===== config.mk =====
export PLATFORM = sky130hd
export DESIGN_NAME = fetch_stage
export DESIGN_NICKNAME = d
export VERILOG_FILES = /design/src/rtl/cpu_pkg.sv /design/src/rtl/pc_target_calc.sv /design/src/rtl/fetch_stage.sv
export SDC_FILE = /design/constraint.sdc
export NUM_CORES = 1
export LEC_CHECK = 0
export CORE_UTILIZATION = 45
export DETAILED_ROUTE_END_ITERATION = 8
export PLACE_DENSITY = 0.76
export SETUP_SLACK_MARGIN = 0.4
export SLEW_MARGIN = 20
export SYNTH_ARGS = -nofsm -noshare
export SYNTH_HDL_FRONTEND = slang
export SYNTH_SLANG_ARGS = --single-unit

===== constraint.sdc =====
create_clock -name clk -period 3.9 [get_ports clk]
set_clock_uncertainty 0.05 [all_clocks]
set_input_delay 0.585 -clock clk [delete_from_list [all_inputs] [get_ports clk]]
set_output_delay 0.585 -clock clk [all_outputs]
set_load 0.05 [all_outputs]

===== src/rtl/cpu_pkg.sv =====
// Shared CPU definitions used by the fetch stage and decode-side logic.
//   - BUBBLE_INSTR: encoding injected into IF/ID when no real instruction is present
//   - fetch_state_e: fetch-stage run state
//   - opcode constants and instruction field positions
package cpu_pkg;

  // Opcode 0011 is unassigned, so the bubble decodes to all-zero controls. All-zero
  // is the HALT opcode and therefore can never serve as the bubble.
  localparam logic [15:0] BUBBLE_INSTR = 16'h3000;

  typedef enum logic [1:0] {
    StRun   = 2'd0,
    StHalt  = 2'd1,
    StError = 2'd2
  } fetch_state_e;

  // Opcodes (instr[15:12])
  localparam logic [3:0] OP_HALT   = 4'h0;
  localparam logic [3:0] OP_ALU    = 4'h1;
  localparam logic [3:0] OP_ALUI   = 4'h2;
  localparam logic [3:0] OP_BUBBLE = 4'h3;
  localparam logic [3:0] OP_BEQ    = 4'h4;
  localparam logic [3:0] OP_BGT    = 4'h5;
  localparam logic [3:0] OP_BLT    = 4'h6;
  localparam logic [3:0] OP_JMP    = 4'h7;
  localparam logic [3:0] OP_LD     = 4'h8;
  localparam logic [3:0] OP_ST     = 4'h9;

  // Instruction field positions
  localparam int unsigned OPCODE_MSB = 15;
  localparam int unsigned OPCODE_LSB = 12;
  localparam int unsigned FUNC_MSB   = 3;
  localparam int unsigned FUNC_LSB   = 0;
  localparam int unsigned BR_OFF_W   = 8;   // branch offset: instr[7:0], in halfwords
  localparam int unsigned JMP_OFF_W  = 12;  // jump offset: instr[11:0], in halfwords

endpackage


===== src/rtl/pc_target_calc.sv =====
// Redirect target adder for the fetch stage.
// Computes (if_id_pc + 2) + (sign-extended offset << 1), modulo 2^PC_W.
//   if_id_pc    in  PC of the instruction currently in IF/ID
//   if_id_instr in  instruction currently in IF/ID (offset source)
//   b_jmp       in  1 = branch (8-bit offset), 0 = jump (12-bit offset)
//   target      out computed redirect target
// PC_W must exceed JMP_OFF_W for the sign extension below.
module pc_target_calc
  import cpu_pkg::*;
#(
  parameter int unsigned PC_W    = 16,
  parameter int unsigned INSTR_W = 16
) (
  input  logic [PC_W-1:0]    if_id_pc,
  input  logic [INSTR_W-1:0] if_id_instr,
  input  logic               b_jmp,
  output logic [PC_W-1:0]    target
);

  logic [PC_W-1:0] base;
  logic [PC_W-1:0] br_off;
  logic [PC_W-1:0] jmp_off;
  logic [PC_W-1:0] off;

  always_comb begin
    base    = if_id_pc + PC_W'(2);
    br_off  = {{(PC_W - BR_OFF_W){if_id_instr[BR_OFF_W-1]}}, if_id_instr[BR_OFF_W-1:0]};
    jmp_off = {{(PC_W - JMP_OFF_W){if_id_instr[JMP_OFF_W-1]}}, if_id_instr[JMP_OFF_W-1:0]};
    off     = b_jmp ? br_off : jmp_off;
    // Offsets count halfwords; the shift drops the top bit, which is harmless modulo 2^PC_W.
    target  = base + {off[PC_W-2:0], 1'b0};
  end

  // Opcode bits and the shifted-out offset MSB play no part in the target.
  logic unused_bits;
  assign unused_bits = ^{if_id_instr[INSTR_W-1:JMP_OFF_W], off[PC_W-1]};

endmodule


===== src/rtl/fetch_stage.sv =====
// Instruction-fetch stage with IF/ID pipeline register.
// Holds the PC, drives the instruction-memory address, registers the fetched instruction
// and applies halt / stall / redirect / flush from the control unit and hazard logic.
//   clk, reset             clock, async active-low reset
//   imem_addr / imem_rdata instruction memory (combinational ROM)
//   stall                  hold pc and IF/ID
//   if_flush               bubble into IF/ID, pc still advances
//   pc_op, b_jmp           redirect to branch (b_jmp=1) or jump target
//   halt, overflow_error_warning  stop fetching (ERROR when overflow flagged)
//   pc, if_id_*            architectural state
//   opcode, function_code  fields of if_id_instr
//   halted, error          stop status
module fetch_stage
  import cpu_pkg::*;
#(
  parameter int unsigned     PC_W     = 16,
  parameter int unsigned     INSTR_W  = 16,
  parameter logic [PC_W-1:0] RESET_PC = '0
) (
  input  logic               clk,
  input  logic               reset,
  output logic [PC_W-1:0]    imem_addr,
  input  logic [INSTR_W-1:0] imem_rdata,
  input  logic               stall,
  input  logic               if_flush,
  input  logic               pc_op,
  input  logic               b_jmp,
  input  logic               halt,
  input  logic               overflow_error_warning,
  output logic [PC_W-1:0]    pc,
  output logic [INSTR_W-1:0] if_id_instr,
  output logic [PC_W-1:0]    if_id_pc,
  output logic               if_id_valid,
  output logic [3:0]         opcode,
  output logic [3:0]         function_code,
  output logic               halted,
  output logic               error
);

  localparam logic [INSTR_W-1:0] Bubble = INSTR_W'(BUBBLE_INSTR);

  fetch_state_e state_q, state_d;

  logic [PC_W-1:0]    pc_q, pc_d;
  logic [INSTR_W-1:0] instr_q, instr_d;
  logic [PC_W-1:0]    if_pc_q, if_pc_d;
  logic               valid_q, valid_d;
  logic [PC_W-1:0]    target;
  logic               fetch_en;

  pc_target_calc #(
    .PC_W    (PC_W),
    .INSTR_W (INSTR_W)
  ) u_pc_target_calc (
    .if_id_pc    (if_pc_q),
    .if_id_instr (instr_q),
    .b_jmp       (b_jmp),
    .target      (target)
  );

  // State register
  always_ff @(posedge clk or negedge reset) begin
    if (!reset) begin
      state_q <= StRun;
    end else begin
      state_q <= state_d;
    end
  end

  // Next-state logic: HALT and ERROR are terminal until reset.
  always_comb begin
    state_d = state_q;
    case (state_q)
      StRun: begin
        if (halt) begin
          state_d = overflow_error_warning ? StError : StHalt;
        end
      end
      default: state_d = state_q;
    endcase
  end

  // State outputs
  always_comb begin
    fetch_en = 1'b0;
    halted   = 1'b1;
    error    = 1'b0;
    case (state_q)
      StRun:   begin fetch_en = 1'b1; halted = 1'b0; end
      StError: error = 1'b1;
      default: ;
    endcase
  end

  // Datapath next state, in priority order halt > stall > redirect > flush > fetch.
  always_comb begin
    pc_d    = pc_q;
    instr_d = instr_q;
    if_pc_d = if_pc_q;
    valid_d = valid_q;
    if (fetch_en) begin
      if (halt) begin
        instr_d = Bubble;
        valid_d = 1'b0;
      end else if (stall) begin
        // Hold everything; the control unit re-evaluates the held instruction.
      end else if (pc_op) begin
        pc_d    = target;
        instr_d = Bubble;
        valid_d = 1'b0;
      end else if (if_flush) begin
        pc_d    = pc_q + PC_W'(2);
        instr_d = Bubble;
        valid_d = 1'b0;
      end else begin
        pc_d    = pc_q + PC_W'(2);
        instr_d = imem_rdata;
        if_pc_d = pc_q;
        valid_d = 1'b1;
      end
    end else begin
      instr_d = Bubble;
      valid_d = 1'b0;
    end
  end

  always_ff @(posedge clk or negedge reset) begin
    if (!reset) begin
      pc_q    <= RESET_PC;
      instr_q <= Bubble;
      if_pc_q <= '0;
      valid_q <= 1'b0;
    end else begin
      pc_q    <= pc_d;
      instr_q <= instr_d;
      if_pc_q <= if_pc_d;
      valid_q <= valid_d;
    end
  end

  assign imem_addr     = pc_q;
  assign pc            = pc_q;
  assign if_id_instr   = instr_q;
  assign if_id_pc      = if_pc_q;
  assign if_id_valid   = valid_q;
  assign opcode        = instr_q[OPCODE_MSB:OPCODE_LSB];
  assign function_code = instr_q[FUNC_MSB:FUNC_LSB];

endmodule


==> key figures <==
Clock tree
  – CTS buffer count: 5
  – Setup bufs post-CTS: 0
  – Root Driver: clkbuf_8
  – CTS tree: yes
  – Post-cts sizing count: 0
  – H-tree levels: 2
  – Worst-path clk slew: 0.09 ns
  – # clock sinks: about 50
  – Cts hold-fix bufs: 0
  – Worst-Skew Late Latency: between 0.3 and 0.4 ns
  – Clock buffer depth: 2

Final layout
  – Fillers: about 600
  – Area delta synth->final: 30.8%
  – Cell area after layout: 4230 um^2
  – Sequential cell area: 1280 um^2
  – Ant diodes: 0
  – Final net count: 454
  – Share of post-route cells with drive strength above 1: under 10%
  – Area of the multi-input gates: roughly 1700 um^2
  – Final Core Density: 61.6%

Outcome
  – Outcome: completed

Worst setup path
  – Reg-to-reg setup timing slack: 1.07 ns
  – Worst r2r src: if_id_instr[11]$_DFFE_PN0P_
  – CP startpoint kind: primary input
  – Crit path DAT: around 3.3 ns
  – Crit path from: b_jmp
  – Type of the worst setup path: primary input to register
  – Worst Path Required: 4.02 ns
  – CP endpoint kind: register
  – Worst Path Max Fanout: 5

STA
  – Final min period: 3.19 ns
  – Max-slew headroom: a little over a third
  – Hold slack final: 0.147 ns
  – Final hold violation count: 0
  – Least-Margin Pin Slew: about 0.96 ns
  – Max Fclk: 313 MHz
  – Total negative slack: 0 ns
  – Tcrit/Tclk final: 81.9%
  – Max Slew Vio Count: 0
  – Number of setup violations in the final report: 0
  – RSZ-0062 raised after global routing: false

Run
  – Max-cap violation count: 0

Pwr
  – PD cells: 328 nW/um^2
  – Peak VDD IR: 0.000249 V
  – Final Power: 1.39 mW
  – Leak: 1.88 nW

Synth
  – Yosys warns: 0
  – Syn_area_per_cell: 9.92 um^2
  – Post-synth top area cell: dfrtp_1
  – Share of synthesized registers carrying an async set or reset: between 90% and 100%
  – Syn nets: roughly 380
  – Sequential share of the synthesized area: approximately 40%
  – Share of the synthesized area in the top cell type: 37.9%
  – EDFF count, synth: 0
  – Top cells by area, synth: dfrtp_1, ha_1, buf_4
  – Synth Cell Area: 3230 um^2
  – Register bit total from synthesis: 51
  – Synthesized instance count: roughly 330
  – Netlist cell types: 52
  – Primary FF master, synth: dfrtp_1

Route
  – Vias per inst: 5.54
  – DRT Pass-1 Iters: 4
  – Routed len/inst: ~16 um
  – Iteration-0 DRC count of the detailed router: 196
  – Final WL: slightly below 8 mm
  – Via count: approximately 2,800
  – DRC errors left: 0
  – Remaining antenna violation count: 0

Floorplan
  – Die area: 7530 um^2
  – # rows: 30
  – Die height: 86.8 um
  – Number of I/O pins: 99
  – Core area: just under 7000 um^2
  – Die width: 86.8 um
  – Initial Util: 47.1%

GRT
  – Overall Global Routing Usage: 21.9%
  – First-pass GRT wire length: 12.7 mm
  – Initial antenna violation count: 0
  – Vias in the first global route: 2,661
  – Total gr overflow: 0
  – Largest net degree at the start of global routing: 34

Place
  – Post-Place Cell Area: 4130 um^2
  – PortBufs: 98
  – HPWL after detailed placement: 5.62 mm
  – Final RePlAce weighted congestion: slightly above 0.8

Min path
  – HP Class: primary input to asynchronous set/reset pin
==> cell usage in the layout (no fill, tap or decap), types with 3 or more instances in the layout <==
cell and count:
nor3_1 7, o21bai_1 3, a31oi_1 3, clkbuf_8 5
mux2_2 9, nand2_1 30, a21oi_1 16, a211oi_1 4
xnor2_1 9, buf_4 5, clkdlybuf4s50_1 97, o22ai_1 4
nand3_1 10, dfrtp_1 49, a21o_1 4, or3_1 3
o21ai_0 23, mux2i_1 5, mux2_4 7, a22o_1 9
xor2_1 3, ha_1 28, nor2_1 18, inv_1 10
nand4_1 3
==> registers in the layout (all words and copies together), names as in the netlist <==
name,cells
if_id_pc,16
imem_addr,16
if_id_valid,1
state_q,2
if_id_instr,16
==> where the power goes <==
group	internal (mW)	leakage [nW]	switching (mW)
Combinational	0.155	1.17	0.254
Sequential	0.561	0.662	0.0494
Clock	0.188	0.0513	0.180
Total	0.905	1.88	0.483
==> cell families (layout without fill, tap and decap cells) <==
| kind of cell | count (synthesis) | count (layout) | synth area share, % |
|---|---|---|---|
| compound gates | 83 | 83 | 16.7 |
| xor+xnor | 12 | 12 | 3.25 |
| fa+ha+maj | 29 | 29 | 11.5 |
| buf+inv | 45 | 120 | 8.59 |
| flops | 51 | 51 | 39.5 |
| mux | 21 | 21 | 7.93 |
| simple gates | 85 | 85 | 12.5 |
==> path summary, 6_finish.rpt <==
| path | end | cells past startpoint |
|---|---|---|
| worst max-delay path | imem_addr[15]$_DFFE_PN0P_ | 10 |
| worst min-delay path | if_id_pc[12]$_DFFE_PN0P_ | 1 |
| worst max register to register | imem_addr[15]$_DFFE_PN0P_ | 10 |
| worst min register to register | if_id_valid$_DFFE_PN0P_ | 2 |
| max in group asynchronous | imem_addr[14]$_DFFE_PN0P_ | 2 |
| min in group clk | if_id_valid$_DFFE_PN0P_ | 2 |
==> metal layers <==
layer / routed length [um] / part of all wire, % / global-route usage (%)
met5: 0 / 0 / 0
met4: 104 / 1.3 / 5.91
met3: 483 / 6.2 / 3.62
met2: 3820 / 49 / 38.3
met1: 3440 / 44 / 27.9
==> synth_stat cells, types with 2 or more instances <==
library cell and count:
dfrtp_1 49, nand2_1 30, ha_1 28, buf_4 24, o21ai_0 23, nor2_1 18, a21oi_1 16, inv_1 10
nand3_1 10, a22o_1 9, mux2_2 9, xnor2_1 9, mux2_4 7, nor3_1 7, clkbuf_1 6, mux2i_1 5
a211oi_1 4, a21o_1 4, o22ai_1 4, a31oi_1 3, buf_2 3, nand4_1 3, o21bai_1 3, or3_1 3
xor2_1 3, a221oi_1 2, buf_6 2, dfstp_2 2, nand2b_1 2, nor3_2 2, o21a_1 2, o221ai_1 2
o22a_1 2, or2_2 2
==> worst max-delay path, cell delays in order <==
cell and delay, ns:
clkdlybuf4s50_1 0.46, o21ai_0 0.48, ha_1 0.34, ha_1 0.37, a21o_1 0.22, a311oi_1 0.35, o2bb2ai_1 0.18, a31oi_1 0.08
xnor2_1 0.18, a21oi_1 0.08
==> per-stage QoR <==
step	cells	setup WS, ns
floorplan	326	1.10
global placement	490	0.618
detailed placement	490	0.479
CTS	497	0.806
global route	497	0.549
finish	497	0.706
==> layout make-up <==
type / count / share of cell area, %
clock buffers: 6 / 1.72
clock inverters: 1 / 0.710
inverters: 10 / 0.887
multi-input cells: 230 / 39.7
flip-flops and latches: 51 / 30.2
well taps: 96 / 2.84
repair buffers: 103 / 24.0
Note: power is estimated with default switching activity, not from simulation.
